### src/rtl/cpu_pkg.sv
// Shared CPU-side types: program loader states, loader error codes and the
// instruction memory size.
package cpu_pkg;

   typedef enum logic [2:0] {
      L_IDLE,
      L_LEN_HI,
      L_LEN_LO,
      L_DATA,
      L_CSUM,
      L_DONE,
      L_ERR
   } loader_state_t;

   localparam logic [1:0] ERR_NONE = 2'd0;
   localparam logic [1:0] ERR_LEN  = 2'd1;
   localparam logic [1:0] ERR_CSUM = 2'd2;

   localparam int IMEM_BYTES = 1024;

   // States in which a frame is being received; these are also the only
   // states that accept stream bytes.
   function automatic logic in_frame(input loader_state_t s);
      return (s == L_LEN_HI) || (s == L_LEN_LO) || (s == L_DATA) || (s == L_CSUM);
   endfunction

endpackage

### src/rtl/imem_loader.sv
// Byte-stream program loader: writes a framed, XOR-checksummed image into the
// instruction memory byte port and holds the core in reset until it verifies.
//
// state    | meaning
// ---------+-----------------------------------------------------------
// L_IDLE   | after reset, waiting for start
// L_LEN_HI | expecting word-count high byte
// L_LEN_LO | expecting word-count low byte, length range check
// L_DATA   | payload bytes, each written to memory one cycle later
// L_CSUM   | expecting the checksum byte
// L_DONE   | image loaded and verified, core released
// L_ERR    | length overflow or checksum mismatch, core held
module imem_loader
   import cpu_pkg::*;
#(
   parameter int MEM_BYTES = IMEM_BYTES,
   parameter int ADDR_W    = 10,
   parameter int BASE_ADDR = 0
) (
   input  logic              clk,
   input  logic              rst_n,
   input  logic              start,
   input  logic              byte_valid,
   input  logic [7:0]        byte_data,
   output logic              byte_ready,
   output logic              wr_en,
   output logic [ADDR_W-1:0] wr_addr,
   output logic [7:0]        wr_data,
   output logic [15:0]       words_loaded,
   output logic              busy,
   output logic              done,
   output logic [1:0]        err_code,
   output logic              cpu_hold
);

   localparam logic [31:0]       ROOM     = 32'(MEM_BYTES - BASE_ADDR);
   localparam logic [ADDR_W-1:0] BASE     = ADDR_W'(BASE_ADDR);
   localparam logic [ADDR_W-1:0] IDX_STEP = ADDR_W'(1);

   loader_state_t     state_q, state_d;
   logic [15:0]       len_q, len_d;
   logic [ADDR_W-1:0] idx_q, idx_d;
   logic [7:0]        csum_q, csum_d;
   logic              wr_en_q, wr_en_d;
   logic [ADDR_W-1:0] wr_addr_q, wr_addr_d;
   logic [7:0]        wr_data_q, wr_data_d;
   logic [15:0]       words_q, words_d;
   logic [1:0]        err_q, err_d;
   logic              ready_q, busy_q, done_q, hold_q;

   logic              accept;
   logic [15:0]       len_rx;
   logic [17:0]       bytes_rx;
   logic [17:0]       last_idx;

   assign accept   = byte_valid && ready_q;
   assign len_rx   = {len_q[15:8], byte_data};
   assign bytes_rx = {len_rx, 2'b00};
   assign last_idx = {len_q, 2'b00} - 18'd1;

   always_comb begin
      state_d   = state_q;
      len_d     = len_q;
      idx_d     = idx_q;
      csum_d    = csum_q;
      wr_en_d   = 1'b0;
      wr_addr_d = wr_addr_q;
      wr_data_d = wr_data_q;
      words_d   = words_q;
      err_d     = err_q;

      unique case (state_q)
         L_IDLE, L_DONE, L_ERR: begin
            if (start) begin
               state_d = L_LEN_HI;
               idx_d   = '0;
               csum_d  = '0;
               words_d = '0;
               err_d   = ERR_NONE;
            end
         end
         L_LEN_HI: begin
            if (accept) begin
               len_d[15:8] = byte_data;
               csum_d      = csum_q ^ byte_data;
               state_d     = L_LEN_LO;
            end
         end
         L_LEN_LO: begin
            if (accept) begin
               len_d[7:0] = byte_data;
               csum_d     = csum_q ^ byte_data;
               if (len_rx == 16'd0) begin
                  state_d = L_CSUM;
               end else if ({14'd0, bytes_rx} > ROOM) begin
                  state_d = L_ERR;
                  err_d   = ERR_LEN;
               end else begin
                  state_d = L_DATA;
               end
            end
         end
         L_DATA: begin
            if (accept) begin
               wr_en_d   = 1'b1;
               wr_addr_d = BASE + idx_q;
               wr_data_d = byte_data;
               csum_d    = csum_q ^ byte_data;
               idx_d     = idx_q + IDX_STEP;
               if (idx_q[1:0] == 2'd3) begin
                  words_d = words_q + 16'd1;
               end
               if (32'(idx_q) == 32'(last_idx)) begin
                  state_d = L_CSUM;
               end
            end
         end
         L_CSUM: begin
            if (accept) begin
               if (byte_data == csum_q) begin
                  state_d = L_DONE;
               end else begin
                  state_d = L_ERR;
                  err_d   = ERR_CSUM;
               end
            end
         end
         default: state_d = L_IDLE;
      endcase
   end

   // Status outputs are registered decodes of the next state so that they
   // line up with state_q and never depend combinationally on byte_valid.
   always_ff @(posedge clk) begin
      if (!rst_n) begin
         state_q   <= L_IDLE;
         len_q     <= '0;
         idx_q     <= '0;
         csum_q    <= '0;
         wr_en_q   <= 1'b0;
         wr_addr_q <= '0;
         wr_data_q <= '0;
         words_q   <= '0;
         err_q     <= ERR_NONE;
         ready_q   <= 1'b0;
         busy_q    <= 1'b0;
         done_q    <= 1'b0;
         hold_q    <= 1'b1;
      end else begin
         state_q   <= state_d;
         len_q     <= len_d;
         idx_q     <= idx_d;
         csum_q    <= csum_d;
         wr_en_q   <= wr_en_d;
         wr_addr_q <= wr_addr_d;
         wr_data_q <= wr_data_d;
         words_q   <= words_d;
         err_q     <= err_d;
         ready_q   <= in_frame(state_d);
         busy_q    <= in_frame(state_d);
         done_q    <= (state_d == L_DONE);
         hold_q    <= (state_d != L_DONE);
      end
   end

   assign byte_ready   = ready_q;
   assign wr_en        = wr_en_q;
   assign wr_addr      = wr_addr_q;
   assign wr_data      = wr_data_q;
   assign words_loaded = words_q;
   assign busy         = busy_q;
   assign done         = done_q;
   assign err_code     = err_q;
   assign cpu_hold     = hold_q;

endmodule

### config.mk
export PLATFORM = sky130hd
export DESIGN_NAME = imem_loader
export DESIGN_NICKNAME = d
export VERILOG_FILES = /design/src/rtl/cpu_pkg.sv /design/src/rtl/imem_loader.sv
export SDC_FILE = /design/constraint.sdc
export NUM_CORES = 1
export LEC_CHECK = 0
export ABC_AREA = 1
export CAP_MARGIN = 20
export CORE_MARGIN = 2
export CORE_UTILIZATION = 60
export CTS_BUF_LIST = sky130_fd_sc_hd__clkbuf_4 sky130_fd_sc_hd__clkbuf_8
export CTS_CLUSTER_SIZE = 8
export DETAILED_ROUTE_END_ITERATION = 8
export PLACE_DENSITY = 0.89
export RECOVER_POWER = 50
export SLEW_MARGIN = 20
export SYNTH_ARGS = -nofsm -noshare
export SYNTH_HDL_FRONTEND = slang
export SYNTH_SLANG_ARGS = --single-unit
### constraint.sdc
create_clock -name clk -period 3.47 [get_ports clk]
set_clock_uncertainty 0.15 [all_clocks]
set_input_delay 0.5205 -clock clk [delete_from_list [all_inputs] [get_ports clk]]
set_output_delay 0.5205 -clock clk [all_outputs]
set_load 0.005 [all_outputs]
==> results_dict.tcl <==
set metrics [dict create \
    max_freq_mhz 384 \
    yosysSeqAreaShare_pct 39.2 \
    switching_share_pct 28.5 \
    drv_slew 0 \
    slew-limit-headroom_pct 48.3 \
    drtIter0Drc 300 \
    grt_pass1_vias 3685 \
    drive_above_1_share_pct 6.75 \
    vias_per_cell 5.63 \
    synthAdderAreaFrac_pct 0.954 \
    synthArstFlopShare_pct 0 \
    syn_inst 581 \
    drt_first_pass_iters 5 \
    seqPwrFrac_pct 45.9 \
    fin_crit_sh_pct 75.1 \
    worstPathArrival_ns 2.71 \
    ys_ff_latch 77 \
    yosysWarnings 0 \
    postCtsResizedCells 0 \
    outcome "complete, no violations" \
    worst_pin_slew_ns 0.776 \
    vdd_drop_max_uv 301 \
    vias 4023 \
    synth-main-ff-cell "dfxtp_1" \
    finalHoldViolations 0 \
    whs_ns 0.307 \
    netlist.area_leader.share_pct 39.2 \
    p_per_area_nw_per_um2 435 \
    rows 29 \
    clk_latency_ns 0.36 \
    synth-edff-count 0 \
    clockBufferDepth 2 \
    synth_mux_area_share_pct 0 \
    yosysMostFrequentCell "nand2_1" \
    gp_congestion 1.01 \
    grt_max_degree 26 \
    path_clk_slew_ns 0.08 \
    start_util_pct 62.0 \
    cts_hold_buf 0 \
    die_h_um 85.0 \
    route.detailed.drc 0 \
    io_buffers 52 \
    crit_required_ns 3.57 \
    hpwl_um 7250 \
    hold_path_depth 2 \
    switchingPower_mw 0.584 \
    syn2layout_area_growth_pct 19.7 \
    worst-setup-path-type "input port to flop" \
    coreArea_um2 6350 \
    drv_cap 0 \
    grt_usage_pct 28.3 \
    yosys.area_share.xor_xnor_pct 4.23 \
    clkSinkCount 77 \
    yosys-top-cells-area "dfxtp_1 (39%), nand2_1 (11%), nor2_1 (9.5%), a21oi_1 (6.9%), o21ai_0 (6.0%)" \
    hp-class "flop to flop" \
    cts_tree "done" \
    htree_levels 3 \
    worstSetupStartpointType "input port" \
    min_period_ns 2.61 \
    avgSynthCellArea_um2 6.77 \
    nNetsFinal 648 \
    postCtsSetupBuffers 0 \
    rsz0062_at_grt "false" \
    wl_um 10100 \
    overflow 0 \
    finalSetupTns_ns 0 \
    clockRootBuffer "clkbuf_8" \
    syn_area_um2 3940 \
    die-area_um2 7220 \
    setup_violations 0 \
    ios 53 \
    dieWidth_um 85.0 \
    synth_compound_area_share_pct 16.0 \
    ant_nets 0 \
    grt_pass1_wl_um 16600 \
    synthTopCellsByCount "nand2_1 (118), nor2_1 (100), dfxtp_1 (77)" \
    antenna_cells 0 \
    combPwrFrac_pct 17.4 \
    cp-end-kind "flop" \
    power_mw 2.05 \
    cp_max_fo 10 \
    wire_per_inst_um 14.1 \
    antenna_found_initial 0 \
    synth_nets 596 \
    yosys.area_share.simple_pct 32.2 \
    clkPwrFrac_pct 36.7 \
    cts_buffers 9 \
    internal_power_mw 1.47 \
    synth_cell_type_count 36 \
    synth_area_leader_cell "dfxtp_1" \
    synth_top_family_by_area "simple AND/OR/NAND/NOR gates" \
    p_leak_nw 2.03 \
    reg2reg_depth 13 \
]
## final cells by class
cell class | instances | area, um^2
well taps | 77 | 96.3
fillers | 474 | 1640
multi-input cells | 428 | 2080
flip-flops and latches | 77 | 1540
inverters | 61 | 230
clock buffers | 11 | 145
clock inverters | 4 | 72.6
repair buffers | 56 | 543
## state kept, by name, indices dropped and copies added, names as in the netlist, 2 cells and up
register / cells
words_loaded: 16
len_q: 16
state_q: 3
idx_q: 10
err_code: 2
wr_data: 8
wr_addr: 10
csum_q: 8
## cells in the final DEF (no fill, tap or decap), drive strengths merged
cell / instances
nand3: 26
and3: 1
ha: 3
dfxtp: 77
clkdlybuf4s50: 24
buf: 2
nor4: 1
o21bai: 1
xor2: 10
nand4: 7
clkbuf: 13
nand3b: 4
a31oi: 1
bufinv: 2
dlygate4sd3: 28
o211a: 3
nand2: 121
clkinv: 3
o211ai: 1
nor3: 16
a21oi: 54
a211oi: 2
nor2: 110
inv: 59
o22ai: 1
clkinvlp: 1
o21ai: 57
xnor2: 9
## through the flow
step	setup WS [ns]	utilization, %	cells	area (um^2)
finish	0.863	74.2	714	4710
global route	0.636	74.2	714	4710
CTS	1.09	74.6	714	4740
detailed placement	0.925	71.2	699	4520
global placement	0.950	71.2	699	4520
floorplan	1.52	-	581	3940
## worst max-delay path, cell delays in order
cell,delay (ns)
dlygate4sd3_1,0.52
nand2_1,0.18
nor2_2,0.15
clkbuf_1,0.34
nor2_1,0.20
nor3_2,0.17
nand2_1,0.13
nor2_2,0.11
nand3_1,0.09
nor2_1,0.14
nand2_1,0.06
nand2_1,0.06
nor2_1,0.04
## power by group through the flow
stage	combinational [mW]	sequential, mW	clock [mW]
5_1_grt	0.395	0.943	0.792
3_3_place_gp	0.339	0.959	0
3_5_place_dp	0.352	0.960	0
6_report	0.356	0.940	0.753
2_1_floorplan	0.266	0.954	0
4_1_cts	0.356	0.940	0.750
## cells by family (layout without fill, tap and decap cells)
group | after synthesis | in the layout
adder cells (fa/ha/maj) | 3 | 3
buffers and inverters | 76 | 132
XOR/XNOR | 19 | 19
AO/OA/AOI/OAI | 120 | 120
flip-flops | 77 | 77
AND/OR/NAND/NOR | 286 | 286
## routing by layer
metal,track usage (%),wire length (um),up-vias,share of wire (%)
met5,0,0,-,0
met4,11.5,402,0,4.0
met3,5.54,615,42,6.1
met2,45.5,4670,187,46
met1,37.2,4360,1803,43
li1,-,-,1991,-
## final timing paths
kind,start,end,slack [ns]
worst max-delay path,byte_valid,idx_q[9],0.86
worst min-delay path,err_code[0],err_code[0],0.31
worst max register to register,state_q[2],idx_q[9],1.03
worst min register to register,err_code[0],err_code[0],0.31
(Power assumes the default switching activity.)
